--- config.mk ---
export PLATFORM = sky130hd
export DESIGN_NAME = alu_share_arbiter
export DESIGN_NICKNAME = d
export VERILOG_FILES = /design/src/rtl/alu_pkg.sv /design/src/rtl/arb2_grant.sv /design/src/rtl/alu_share_arbiter.sv
export SDC_FILE = /design/constraint.sdc
export NUM_CORES = 1
export LEC_CHECK = 0
export ABC_AREA = 1
export BUFFER_PORTS_ARGS = -buffer_cell sky130_fd_sc_hd__clkbuf_2
export CORE_AREA = 2 2 127 129
export CTS_CLUSTER_DIAMETER = 120
export DETAILED_ROUTE_END_ITERATION = 10
export DIE_AREA = 0 0 129 131
export GPL_TIMING_DRIVEN = 0
export PLACE_DENSITY = 0.69
export SKIP_LAST_GASP = 1
export SYNTH_ARGS = -nofsm -noshare
export SYNTH_HDL_FRONTEND = slang
export SYNTH_SLANG_ARGS = --single-unit
--- constraint.sdc ---
create_clock -name clk -period 1.45 [get_ports clk]
set_input_delay 0.29 -clock clk [delete_from_list [all_inputs] [get_ports clk]]
set_output_delay 0.29 -clock clk [all_outputs]
set_load 0.01 [all_outputs]
--- src/rtl/alu_pkg.sv ---
// Shared ALU constants: operation codes, the idle code driven while the ALU
// is unowned, and the state encoding of the ALU share arbiter.
package alu_pkg;

  localparam logic [3:0] ALU_AND  = 4'b0000;
  localparam logic [3:0] ALU_OR   = 4'b0001;
  localparam logic [3:0] ALU_NOR  = 4'b0010;
  localparam logic [3:0] ALU_ADD  = 4'b0011;
  localparam logic [3:0] ALU_SUB  = 4'b0100;
  localparam logic [3:0] ALU_LUI  = 4'b0101;
  localparam logic [3:0] ALU_SLL  = 4'b0110;
  localparam logic [3:0] ALU_SRL  = 4'b0111;
  localparam logic [3:0] ALU_IDLE = 4'b1001;

  typedef enum logic [1:0] {
    IDLE = 2'd0,
    EXEC = 2'd1,
    RESP = 2'd2
  } state_t;

  // Codes with the top bit set are not ALU operations.
  function automatic logic op_illegal(input logic [3:0] op);
    return op[3];
  endfunction

endpackage

--- src/rtl/arb2_grant.sv ---
// Two-way combinational grant. Round-robin tie-break on `last` when
// ALU_ARB_RR_EN is defined, fixed priority to requester 0 otherwise.
module arb2_grant (
  input  logic valid0,
  input  logic valid1,
`ifdef ALU_ARB_RR_EN
  input  logic last,
`endif
  output logic grant_any,
  output logic grant_id
);

  assign grant_any = valid0 | valid1;

`ifdef ALU_ARB_RR_EN
  // A lone requester always wins; on a tie the one not served last wins.
  always_comb begin
    grant_id = valid1;
    if (valid0 && valid1) grant_id = ~last;
  end
`else
  assign grant_id = valid1 & ~valid0;
`endif

endmodule

--- src/rtl/alu_share_arbiter.sv ---
// Shares one single-cycle ALU between two valid/ready requesters and returns
// each result on that requester's response channel. Tie-break mode: ALU_ARB_RR_EN.
module alu_share_arbiter
  import alu_pkg::*;
#(
  parameter int DATA_W = 32
) (
  input  logic              clk,
  input  logic              reset,

  input  logic              req0_valid,
  output logic              req0_ready,
  input  logic [3:0]        req0_op,
  input  logic [DATA_W-1:0] req0_a,
  input  logic [DATA_W-1:0] req0_b,
  input  logic [4:0]        req0_shamt,

  input  logic              req1_valid,
  output logic              req1_ready,
  input  logic [3:0]        req1_op,
  input  logic [DATA_W-1:0] req1_a,
  input  logic [DATA_W-1:0] req1_b,
  input  logic [4:0]        req1_shamt,

  output logic              rsp0_valid,
  input  logic              rsp0_ready,
  output logic [DATA_W-1:0] rsp0_data,
  output logic              rsp0_zero,
  output logic              rsp0_err,

  output logic              rsp1_valid,
  input  logic              rsp1_ready,
  output logic [DATA_W-1:0] rsp1_data,
  output logic              rsp1_zero,
  output logic              rsp1_err,

  output logic [3:0]        alu_operation,
  output logic [DATA_W-1:0] alu_a,
  output logic [DATA_W-1:0] alu_b,
  output logic [4:0]        alu_shamt,
  input  logic [DATA_W-1:0] alu_result,
  input  logic              alu_zero,

  output state_t            dbg_state
);

  // Handshake: a request transfers on an edge where valid and ready are both
  // high; ready is only ever offered in IDLE. A response transfers on an
  // edge where rspN_valid and rspN_ready are both high; payload is held until then.

  state_t            state, state_nxt;
  logic              grant_any, grant_id;
  logic              accept, rsp_done;
  logic              owner;
  logic [DATA_W-1:0] rsp_data_q;
  logic              rsp_zero_q, rsp_err_q;

`ifdef ALU_ARB_RR_EN
  logic last;

  arb2_grant u_grant (
    .valid0    (req0_valid),
    .valid1    (req1_valid),
    .last      (last),
    .grant_any (grant_any),
    .grant_id  (grant_id)
  );
`else
  arb2_grant u_grant (
    .valid0    (req0_valid),
    .valid1    (req1_valid),
    .grant_any (grant_any),
    .grant_id  (grant_id)
  );
`endif

  always_ff @(posedge clk or negedge reset) begin
    if (!reset) state <= IDLE;
    else        state <= state_nxt;
  end

  always_comb begin
    state_nxt  = state;
    req0_ready = 1'b0;
    req1_ready = 1'b0;
    accept     = 1'b0;
    rsp0_valid = 1'b0;
    rsp1_valid = 1'b0;
    rsp_done   = 1'b0;
    case (state)
      IDLE: begin
        req0_ready = grant_any & ~grant_id;
        req1_ready = grant_any & grant_id;
        if (grant_any) begin
          accept    = 1'b1;
          state_nxt = EXEC;
        end
      end
      EXEC: state_nxt = RESP;
      RESP: begin
        rsp0_valid = ~owner;
        rsp1_valid = owner;
        rsp_done   = owner ? rsp1_ready : rsp0_ready;
        if (rsp_done) state_nxt = IDLE;
      end
      default: state_nxt = IDLE;
    endcase
  end

  always_ff @(posedge clk or negedge reset) begin
    if (!reset) begin
      alu_operation <= ALU_IDLE;
      alu_a         <= '0;
      alu_b         <= '0;
      alu_shamt     <= '0;
      owner         <= 1'b0;
      rsp_data_q    <= '0;
      rsp_zero_q    <= 1'b0;
      rsp_err_q     <= 1'b0;
`ifdef ALU_ARB_RR_EN
      last          <= 1'b1;
`endif
    end else if (accept) begin
      alu_operation <= grant_id ? req1_op    : req0_op;
      alu_a         <= grant_id ? req1_a     : req0_a;
      alu_b         <= grant_id ? req1_b     : req0_b;
      alu_shamt     <= grant_id ? req1_shamt : req0_shamt;
      owner         <= grant_id;
`ifdef ALU_ARB_RR_EN
      last          <= grant_id;
`endif
    end else if (state == EXEC) begin
      // Illegal ops still spend the EXEC cycle but report a forced zero result.
      rsp_err_q     <= op_illegal(alu_operation);
      rsp_data_q    <= op_illegal(alu_operation) ? '0 : alu_result;
      rsp_zero_q    <= op_illegal(alu_operation) ? 1'b1 : alu_zero;
      alu_operation <= ALU_IDLE;
      alu_a         <= '0;
      alu_b         <= '0;
      alu_shamt     <= '0;
    end
  end

  assign rsp0_data = rsp_data_q;
  assign rsp0_zero = rsp_zero_q;
  assign rsp0_err  = rsp_err_q;
  assign rsp1_data = rsp_data_q;
  assign rsp1_zero = rsp_zero_q;
  assign rsp1_err  = rsp_err_q;
  assign dbg_state = state;

endmodule
==> results.cfg <==
[logic_synthesis]
ys_seq_area_share_pct = 48.84
synth_area_mm2 = 0.005642
synth_cells = 762
ys_top_cells_by_area = dfrtp_1 (48%), nand2_1 (26%), nand3_1 (13%)
ys_ff_latch = 110
async_flop_share_pct = 100.0
yosys.area.top_type = dfrtp_1
synth_warnings = 0
synth_edf_count = 0
syn_nets = 947
avgSynthCellArea_um2 = 7.404
synth_ff_type = dfrtp_1
synth.most_common_cell = nand2_1
synth_commonest_cells = nand2_1 (388), nand3_1 (145), dfrtp_1 (108), buf_4 (36), buf_2 (23)
ys_types = 20
synth_top_cell_area_share_pct = 47.90

[clock_tree]
htreeDepth = 3
cts_hold_buffers = 0
cts.clk_slew.worst_paths_ns = 0.07
tritoncts = built
cts_buffer_depth = 2
clkLatencyLatePin_ns = 0.35
cts-root-buf = clkbuf_16
cts_made_buffers = 9
cts.sinks = 110

[sta]
fin_crit_sh_pct = 105.4
rsz0062_at_grt = true
maxSlewHeadroom_pct = 40.44
drv_slew = 0
layout_min_cycle_time_ns = 1.529
worstMarginPinSlew_ns = 0.8934
finalHoldViolCount = 0
setup_viol = 4
final.setup.tns_ns = -0.2668
fin_ws_ns = -0.07897
skew_ns = 0.007961
fmax_mhz = 654.0

[final_layout]
syn_to_final_growth_pct = 40.61
fill_cells = 1621
diodes = 0
nets = 1290
post-route-util_pct = 50.86
layout-drive-gt1-share_pct = 39.13

[global_route]
overflow = 0
antenna_found_initial = 0
grt_pass1_vias = 5689
grt_first_pass_wirelength_um = 29160
met1_usage_pct = 26.16
top_usage_layer = met2
grtUsageTotal_pct = 22.18
grt_use_met3_pct = 5.945
grt_max_degree = 111
grt_use_met2_pct = 39.50

[power_and_ir_drop]
power_density_mw_per_mm2 = 1909
p_leak_nw = 4.943
ir_drop_uv = 727.0
pwr-share-clk_pct = 16.7
power_switching_mw = 6.380
swShare_pct = 42.14
combinationalPowerShare_pct = 48.4
seqPwrFrac_pct = 34.9
intPower_mw = 8.761

[route]
firstDrtPassIters = 5
postRouteAntennaNets = 0
viasPerCell = 4.591
drt-initial-drc-count = 250
avgRoutedWirePerCell_um = 14.50
vias = 6083
finalWirelength_um = 19210
drc = 0

[outcome]
violations = negative setup slack
outcome = finished, violations left

[worst_setup_path]
start_kind = flip-flop
cpPeakStageDelay_ns = 0.48
critPathRequiredTime_ns = 1.16
crit_fanout = 6
reg2reg_from = dbg_state[0]
cp_slowest_cell = dfrtp_2
cp-end-kind = primary output
r2r-end = alu_a[6]
crit_buf_inv = 2
path_class = reg -> out
rrSetupSlack_ns = 0.02
path_delay_family = flip-flops
r2r_cells = 6
arrival_ns = 1.24
critical_path.cell_chain = nor2_4, inv_2, nor2_1, buf_2

[place]
dp_slack_ns = -0.08732
gp_congestion = 0.8047
portBuffers = 330
place_hpwl_um = 14700

[worst_hold_path]
min_path_type = in -> async

[floorplanning]
rows = 46
fp.dieH_um = 131
io_pins = 332
die_x_um = 129
coreArea_mm2 = 0.01560
initial_core_util_pct = 36.17
die-area_mm2 = 0.01690

[flow_run]
drv_cap = 0
==> cell usage in the layout (no fill, tap or decap) <==
| cell | n |
|---|---|
| clkbuf_4 | 4 |
| o21ai_0 | 1 |
| nand3_1 | 145 |
| a21oi_1 | 1 |
| nor2_1 | 13 |
| buf_1 | 1 |
| clkbuf_16 | 9 |
| clkinv_2 | 1 |
| inv_2 | 4 |
| bufinv_16 | 1 |
| nor2_2 | 2 |
| o21bai_1 | 1 |
| clkbuf_2 | 328 |
| dfrtp_2 | 1 |
| inv_4 | 1 |
| nand2_2 | 3 |
| nand2_1 | 387 |
| inv_1 | 4 |
| inv_6 | 2 |
| buf_4 | 45 |
| dfstp_2 | 2 |
| clkbuf_1 | 15 |
| buf_6 | 8 |
| nand2_4 | 2 |
| clkbuf_8 | 1 |
| clkinv_4 | 2 |
| dfrtp_1 | 107 |
| buf_2 | 16 |
| nor2_4 | 2 |
==> cell families after synthesis <==
kind of cell / synth area share [%]
simple gates: 40.52
flops: 48.84
buf+inv: 10.33
compound gates: 0.3104
==> state kept, by name (all words and copies together), names as in the netlist <==
| name | cells |
|---|---|
| alu_a | 32 |
| alu_b | 32 |
| alu_operation | 4 |
| alu_shamt | 5 |
| dbg_state | 2 |
| owner | 1 |
| rsp0_data | 32 |
| rsp0_err | 1 |
| rsp0_zero | 1 |
==> worst max path at each step <==
stage | start | endpoint | slack (ns) | cells after the start
global route | dbg_state[0] | req1_ready | -0.15 | 4
CTS | dbg_state[1] | rsp0_valid | -0.12 | 5
global placement | reset | alu_a[25] | -1.56 | 1
finish | dbg_state[0] | rsp0_valid | -0.08 | 4
floorplan | dbg_state[1] | rsp0_data[10] | 0.24 | 6
detailed placement | req0_valid | req0_ready | -0.09 | 6
==> metrics by stage <==
| step | cells | total power [mW] | hold WS [ns] | area (um^2) |
|---|---|---|---|---|
| floorplan | 762 | 9.351 | -0.005591 | 5642 |
| global placement | 1308 | 12.49 | 0.4856 | 7564 |
| detailed placement | 1308 | 12.61 | 0.4837 | 7572 |
| CTS | 1324 | 15.29 | 0.09822 | 7900 |
| global route | 1325 | 16.35 | 0.1280 | 7933 |
| finish | 1325 | 15.14 | 0.04478 | 7933 |
==> layer usage <==
metal	up-vias	wire length, um
met5	-	0
li1	3047	-
met2	237	9684
met3	22	1447
met4	0	348
met1	2777	7731
==> power by group through the flow <==
stage / clock network (mW) / registers (mW) / logic [mW]
4_1_cts: 2.60 / 5.28 / 7.41
6_report: 2.52 / 5.29 / 7.33
3_3_place_gp: 0 / 5.26 / 7.23
3_5_place_dp: 0 / 5.32 / 7.30
2_1_floorplan: 0 / 5.79 / 3.56
5_1_grt: 2.71 / 5.46 / 8.19
==> repair_timing <==
action	4_1_cts	5_1_grt
buffers inserted	1	1
cloned	0	0
pin swaps	1	1
endpoints found under the hold margin	0	0
gates resized for setup	13	13
setup endpoints to repair	104	104
==> cell type report <==
class	instances	area (um^2)	share of cell area, %
Buffer	86	578.1	7.287
Clock buffer	9	225.2	2.839
Clock inverter	6	70.07	0.8833
Inverter	9	36.28	0.4574
Multi-Input combinational cell	557	2321	29.26
Sequential cell	110	2756	34.75
Tap cell	216	270.3	3.407
Timing Repair Buffer	332	1675	21.12
(Power assumes the default switching activity.)
